$ cat src/rtl/if_fetch_stage.sv
// RV32 instruction-fetch stage: PC, Wishbone classic fetch FSM, IF/ID register.
// Define IF_PERF_CNT_EN to add fetch/stall performance counters.
module if_fetch_stage #(
   parameter logic [31:0] PC_ADDR    = 32'h8000_0000,
   parameter int          ADDR_WIDTH = 32,
   parameter int          DATA_WIDTH = 32
) (
   input  logic                  clk_i,
   input  logic                  rst_i,
   input  logic [1:0]            stall_and_flush,
   input  logic                  redirect_valid_i,
   input  logic [ADDR_WIDTH-1:0] redirect_pc_i,
   output logic                  wbm_cyc_o,
   output logic                  wbm_stb_o,
   output logic                  wbm_we_o,
   output logic [3:0]            wbm_sel_o,
   output logic [ADDR_WIDTH-1:0] wbm_adr_o,
   input  logic [DATA_WIDTH-1:0] wbm_dat_i,
   input  logic                  wbm_ack_i,
   output logic                  ifid_valid_o,
   output logic [ADDR_WIDTH-1:0] ifid_pc_o,
   output logic [DATA_WIDTH-1:0] ifid_inst_o,
`ifdef IF_PERF_CNT_EN
   output logic [31:0]           perf_fetch_cnt_o,
   output logic [31:0]           perf_stall_cnt_o,
`endif
   output logic                  if_busy_o
);

   localparam logic [0:0] S_FETCH = 1'b0;
   localparam logic [0:0] S_DONE  = 1'b1;

   logic [0:0]            state_r;
   logic [ADDR_WIDTH-1:0] pc_r;
   logic [DATA_WIDTH-1:0] buf_r;
   logic                  redirect_pend;
   logic [ADDR_WIDTH-1:0] redirect_tgt;

   logic                  stall;
   logic                  flush;
   logic                  in_fetch;
   logic                  in_done;
   logic [ADDR_WIDTH-1:0] redir_pc;

   logic                  ack_redir;
   logic                  ack_take;
   logic                  wait_redir;
   logic                  done_redir;
   logic                  done_load;

   assign stall    = stall_and_flush[1];
   assign flush    = stall_and_flush[0];
   assign in_fetch = (state_r == S_FETCH);
   assign in_done  = (state_r == S_DONE);
   assign redir_pc = {redirect_pc_i[ADDR_WIDTH-1:2], 2'b00};

   // Bits [1:0] of the redirect target are forced to zero.
   logic unused_ok;
   assign unused_ok = &{1'b0, redirect_pc_i[1:0]};

   // Mutually exclusive FSM events for this cycle.
   always_comb begin
      ack_redir  = 1'b0;
      ack_take   = 1'b0;
      wait_redir = 1'b0;
      done_redir = 1'b0;
      done_load  = 1'b0;
      if (in_fetch) begin
         ack_redir  = wbm_ack_i & (redirect_valid_i | redirect_pend);
         ack_take   = wbm_ack_i & ~redirect_valid_i & ~redirect_pend;
         wait_redir = ~wbm_ack_i & redirect_valid_i;
      end
      if (in_done) begin
         done_redir = redirect_valid_i;
         done_load  = ~redirect_valid_i & ~stall & ~flush;
      end
   end

   always_ff @(posedge clk_i or posedge rst_i) begin
      if (rst_i) begin
         state_r       <= S_FETCH;
         pc_r          <= PC_ADDR[ADDR_WIDTH-1:0];
         buf_r         <= '0;
         redirect_pend <= 1'b0;
         redirect_tgt  <= '0;
      end else begin
         unique case (1'b1)
            ack_redir: begin
               pc_r          <= redirect_valid_i ? redir_pc : redirect_tgt;
               redirect_pend <= 1'b0;
            end
            ack_take: begin
               buf_r   <= wbm_dat_i;
               state_r <= S_DONE;
            end
            wait_redir: begin
               redirect_pend <= 1'b1;
               redirect_tgt  <= redir_pc;
            end
            done_redir: begin
               buf_r   <= '0;
               pc_r    <= redir_pc;
               state_r <= S_FETCH;
            end
            done_load: begin
               pc_r    <= pc_r + ADDR_WIDTH'(4);
               state_r <= S_FETCH;
            end
            default: begin
            end
         endcase
      end
   end

   // Redirect beats stall; stall beats flush; otherwise load or bubble.
   always_ff @(posedge clk_i or posedge rst_i) begin
      if (rst_i) begin
         ifid_valid_o <= 1'b0;
         ifid_pc_o    <= '0;
         ifid_inst_o  <= '0;
      end else if (redirect_valid_i) begin
         ifid_valid_o <= 1'b0;
      end else if (stall) begin
         ifid_valid_o <= ifid_valid_o;
      end else if (flush) begin
         ifid_valid_o <= 1'b0;
      end else if (done_load) begin
         ifid_valid_o <= 1'b1;
         ifid_pc_o    <= pc_r;
         ifid_inst_o  <= buf_r;
      end else begin
         ifid_valid_o <= 1'b0;
      end
   end

`ifdef IF_PERF_CNT_EN
   always_ff @(posedge clk_i or posedge rst_i) begin
      if (rst_i) begin
         perf_fetch_cnt_o <= '0;
         perf_stall_cnt_o <= '0;
      end else begin
         if (done_load)
            perf_fetch_cnt_o <= perf_fetch_cnt_o + 32'd1;
         if (stall)
            perf_stall_cnt_o <= perf_stall_cnt_o + 32'd1;
      end
   end
`endif

   // Bus request drops combinationally while reset is held.
   assign wbm_cyc_o = in_fetch & ~rst_i;
   assign wbm_stb_o = in_fetch & ~rst_i;
   assign if_busy_o = in_fetch & ~rst_i;
   assign wbm_we_o  = 1'b0;
   assign wbm_sel_o = 4'b1111;
   assign wbm_adr_o = pc_r;

endmodule
$ cat config.mk
export PLATFORM = sky130hd
export DESIGN_NAME = if_fetch_stage
export DESIGN_NICKNAME = d
export VERILOG_FILES = /design/src/rtl/if_fetch_stage.sv
export SDC_FILE = /design/constraint.sdc
export NUM_CORES = 1
export LEC_CHECK = 0
export BUFFER_PORTS_ARGS = -buffer_cell sky130_fd_sc_hd__buf_4
export CAP_MARGIN = 20
export CORE_MARGIN = 3
export CORE_UTILIZATION = 25
export CTS_BUF_LIST = sky130_fd_sc_hd__clkbuf_8
export CTS_CLUSTER_SIZE = 14
export DETAILED_ROUTE_END_ITERATION = 8
export PLACE_DENSITY = 0.47
export SYNTH_ARGS = -nofsm -noshare
export SYNTH_HDL_FRONTEND = slang
export SYNTH_SLANG_ARGS = --single-unit
$ cat constraint.sdc
create_clock -name clk_i -period 8 [get_ports clk_i]
set_input_delay 2.4 -clock clk_i [delete_from_list [all_inputs] [get_ports clk_i]]
set_output_delay 2.4 -clock clk_i [all_outputs]
set_load 0.03 [all_outputs]
==> results.tsv <==
stage	metric	value	unit
run_status	status	finished, final reports clean	
cells_and_area	nets	981	
worst_setup_path	reg2reg_depth	5	
floorplanning	dieArea	31110	um^2
grt	grt_use_total	0.1440	
place	dp_hpwl	14850	um
pwr	p_total	3.442	mW
timing	rsz0062_at_grt	false	
timing	clock_skew	0.02237	ns
synthesis	dominantRegCellSynth	dfrtp_1	
routing	vias_per_cell	4.703	
cells_and_area	final_util	0.3259	
synthesis	synth_cells	774	
worst_setup_path	cp.buffers_inverters	2	
cells_and_area	fin_area	9178	um^2
synthesis	yosys-top-cells-area	dfrtp_1 (54%), nand2_1 (13%), mux2_2 (4.5%), nand3_1 (2.6%), o21ai_0 (2.0%)	
synthesis	async_flop_share	1.000	
pwr	leakagePower	4.406	nW
synthesis	synthAdderAreaFrac	0.001724	
floorplanning	fp.dieW	176.4	um
routing	wire_per_inst	17.25	um
floorplanning	row_count	61	
worst_setup_path	r2r-start	in_done	
worst_setup_path	cp.depth	3	
place	routabilityCongestion	0.8106	
clock_network	postCtsSetupBuffers	0	
routing	drt_iter0_drc	392	
floorplanning	chipHeight	176.4	um
worst_setup_path	cpMostUsedCell	buf_4	
timing	tns	0	ns
cells_and_area	syn2layout_area_growth	26.47	%
worst_setup_path	critPathCapture	wbm_stb_o	
worst_hold_path	min_path_type	register to register	
synthesis	synth_edf_count	0	
timing	max_freq	189.0	MHz
worst_setup_path	arrival	2.89	ns
synthesis	yosys_warnings	0	
place	port_buffers	163	
synthesis	yosysMostFrequentCell	nand2_1	
clock_network	clock_sinks	157	
worst_setup_path	crit_start	rst_i	
timing	slew_headroom	0.3690	
synthesis	syn-cell-area	7257	um^2
cells_and_area	drive_gt1_frac	0.2741	
worst_setup_path	rr_endpoint	wbm_adr_o[28]	
clock_network	cts-hold-fix-buffers	0	
clock_network	cts_tree	yes	
timing	finalHoldViolCount	0	
floorplanning	initial_core_util	0.2577	
synthesis	synthMuxAreaShare	0.05328	
worst_setup_path	slowest_delay	0.20	ns
synthesis	synth_common_cells	nand2_1 (258), dfrtp_1 (156), nand3_1 (37)	
clock_network	numCtsBuffers	17	
synthesis	ys_seq_area_frac	0.5416	
grt	first_global_vias	6126	
routing	wirelength	22440	um
routing	first_pass_iters	5	
synthesis	synth_simple_gate_area_frac	0.2414	
pwr	pwr_density_cell	375.0	nW/um^2
routing	vias	6118	
worst_setup_path	critPathMaxFanout	3	
grt	grt_overflow	0	
synthesis	synth.distinct_cells	66	
timing	fin_crit	5.291	ns
clock_network	insertion_delay	0.46	ns
routing	drc	0	
routing	ant_nets	0	
timing	slew_viol_final	0	
synthesis	synth_top_area_share	0.5379	
clock_network	cts_buffer_depth	2	
clock_network	cts-resized-gates	0	
flow_run	cap_violations	0	
clock_network	root_buffer	clkbuf_8	
clock_network	clk_pin_slew	0.09	ns
worst_setup_path	end_kind	output port	
timing	worst_slew_pin_slew	0.9465	ns
place	dpl_cell_area	8785	um^2
worst_setup_path	crit_slowest_cell	buf_4	
synthesis	synth_compound_gate_area_share	0.1140	
worst_setup_path	path_cells	buf_4 -> nor2_1 -> buf_4	
worst_setup_path	startpoint_type	primary input	
grt	grt_start_max_net_pins	100	
timing	finalSetupViolations	0	
worst_setup_path	cpLargestDelayFamily	buffers and inverters	
cells_and_area	num_antenna_cells	0	
grt	grt_pass1_wl	35600	um
synthesis	ys_seq_elements	157	
synthesis	syn_area_per_cell	9.376	um^2
floorplanning	core_area	28160	um^2
synthesis	synth_xor_area_frac	0	
grt	antenna_found_initial	2	
worst_setup_path	critPathKind	primary input to output port	
worst_setup_path	cp.required	5.60	ns
synthesis	yosys.area.top_type	dfrtp_1	
pwr	vdd_drop_max	0.0001018	V
synthesis	synth_top_family_by_area	simple AND/OR/NAND/NOR gates	
timing	fin_crit_sh	0.6613	
floorplanning	io_pins	175	
worst_setup_path	rrSetupSlack	5.20	ns
clock_network	htreeDepth	4	
==> logic make-up after synthesis <==
group                    after synthesis
flip-flops                           157
adder cells (fa/ha/maj)                1
other                                  2
multiplexers                          35
AO/OA/AOI/OAI                        117
AND/OR/NAND/NOR                      388
buffers and inverters                 74
==> cells in the final DEF, fill, tap and decap left out, drive strengths merged, types with 9 or more instances in the layout <==
cell,count
nor3,11
buf,173
o21ai,30
conb,9
clkbuf,17
nor2,18
inv,18
nand4,12
nand3,38
mux2,29
nand2,258
a21oi,19
dfrtp,156
==> through the flow <==
| step | hold slack [ns] | setup WS [ns] | cells |
|---|---|---|---|
| after global placement | 0.4469 | 2.730 | 1269 |
| after detailed placement | 0.4494 | 2.706 | 1269 |
| after floorplan | 0.4384 | 1.367 | 781 |
| final | 0.4679 | 2.709 | 1301 |
| after CTS | 0.4744 | 2.700 | 1301 |
| after global routing | 0.4896 | 2.633 | 1301 |
==> layout make-up <==
type / count / area, um^2
multi-input combinational: 550 / 3037
inverter: 11 / 46.29
fill: 2991 / 18990
timing repair buffer: 173 / 1299
clock buffer: 17 / 234.0
clock inverter: 15 / 158.9
sequential: 157 / 3930
tap: 378 / 473.0
==> where the power goes <==
group / switching [mW] / internal (mW)
Sequential: 0.314 / 1.13
Combinational: 0.857 / 0.537
Clock: 0.348 / 0.258
Total: 1.52 / 1.92
==> sequential cells by signal, indices dropped and copies added (netlist names) <==
name           cells
redirect_tgt      30
ifid_pc_o         30
wbm_adr_o         30
buf_r             32
ifid_inst_o       32
ifid_valid_o       1
redirect_pend      1
in_done            1
==> how the worst min path moves through the flow <==
stage | startpoint | to | slack (ns) | depth (start not counted)
after floorplan | buf_r[0] | ifid_inst_o[0] | 0.44 | 2
after global placement | buf_r[13] | ifid_inst_o[13] | 0.45 | 2
after detailed placement | buf_r[10] | ifid_inst_o[10] | 0.45 | 2
after CTS | buf_r[19] | ifid_inst_o[19] | 0.47 | 2
after global routing | buf_r[10] | ifid_inst_o[10] | 0.49 | 2
final | buf_r[19] | ifid_inst_o[19] | 0.47 | 2
==> metal layers <==
| metal | GRT usage | vias to the layer above | routed length [um] |
|---|---|---|---|
| li1 | - | 2926 | - |
| met1 | 0.1905 | 2987 | 10100 |
| met2 | 0.2275 | 183 | 10270 |
| met3 | 0.05011 | 18 | 1824 |
| met4 | 0.03339 | 4 | 214 |
| met5 | 0 | - | 34 |
==> tightest hold or removal path, delay by kind of cell, from the launching register on <==
family           cells  cell delay [ns]
DFF                  1             0.35
and+or+nand+nor      2             0.10
Note: power is estimated with default switching activity, not from simulation.
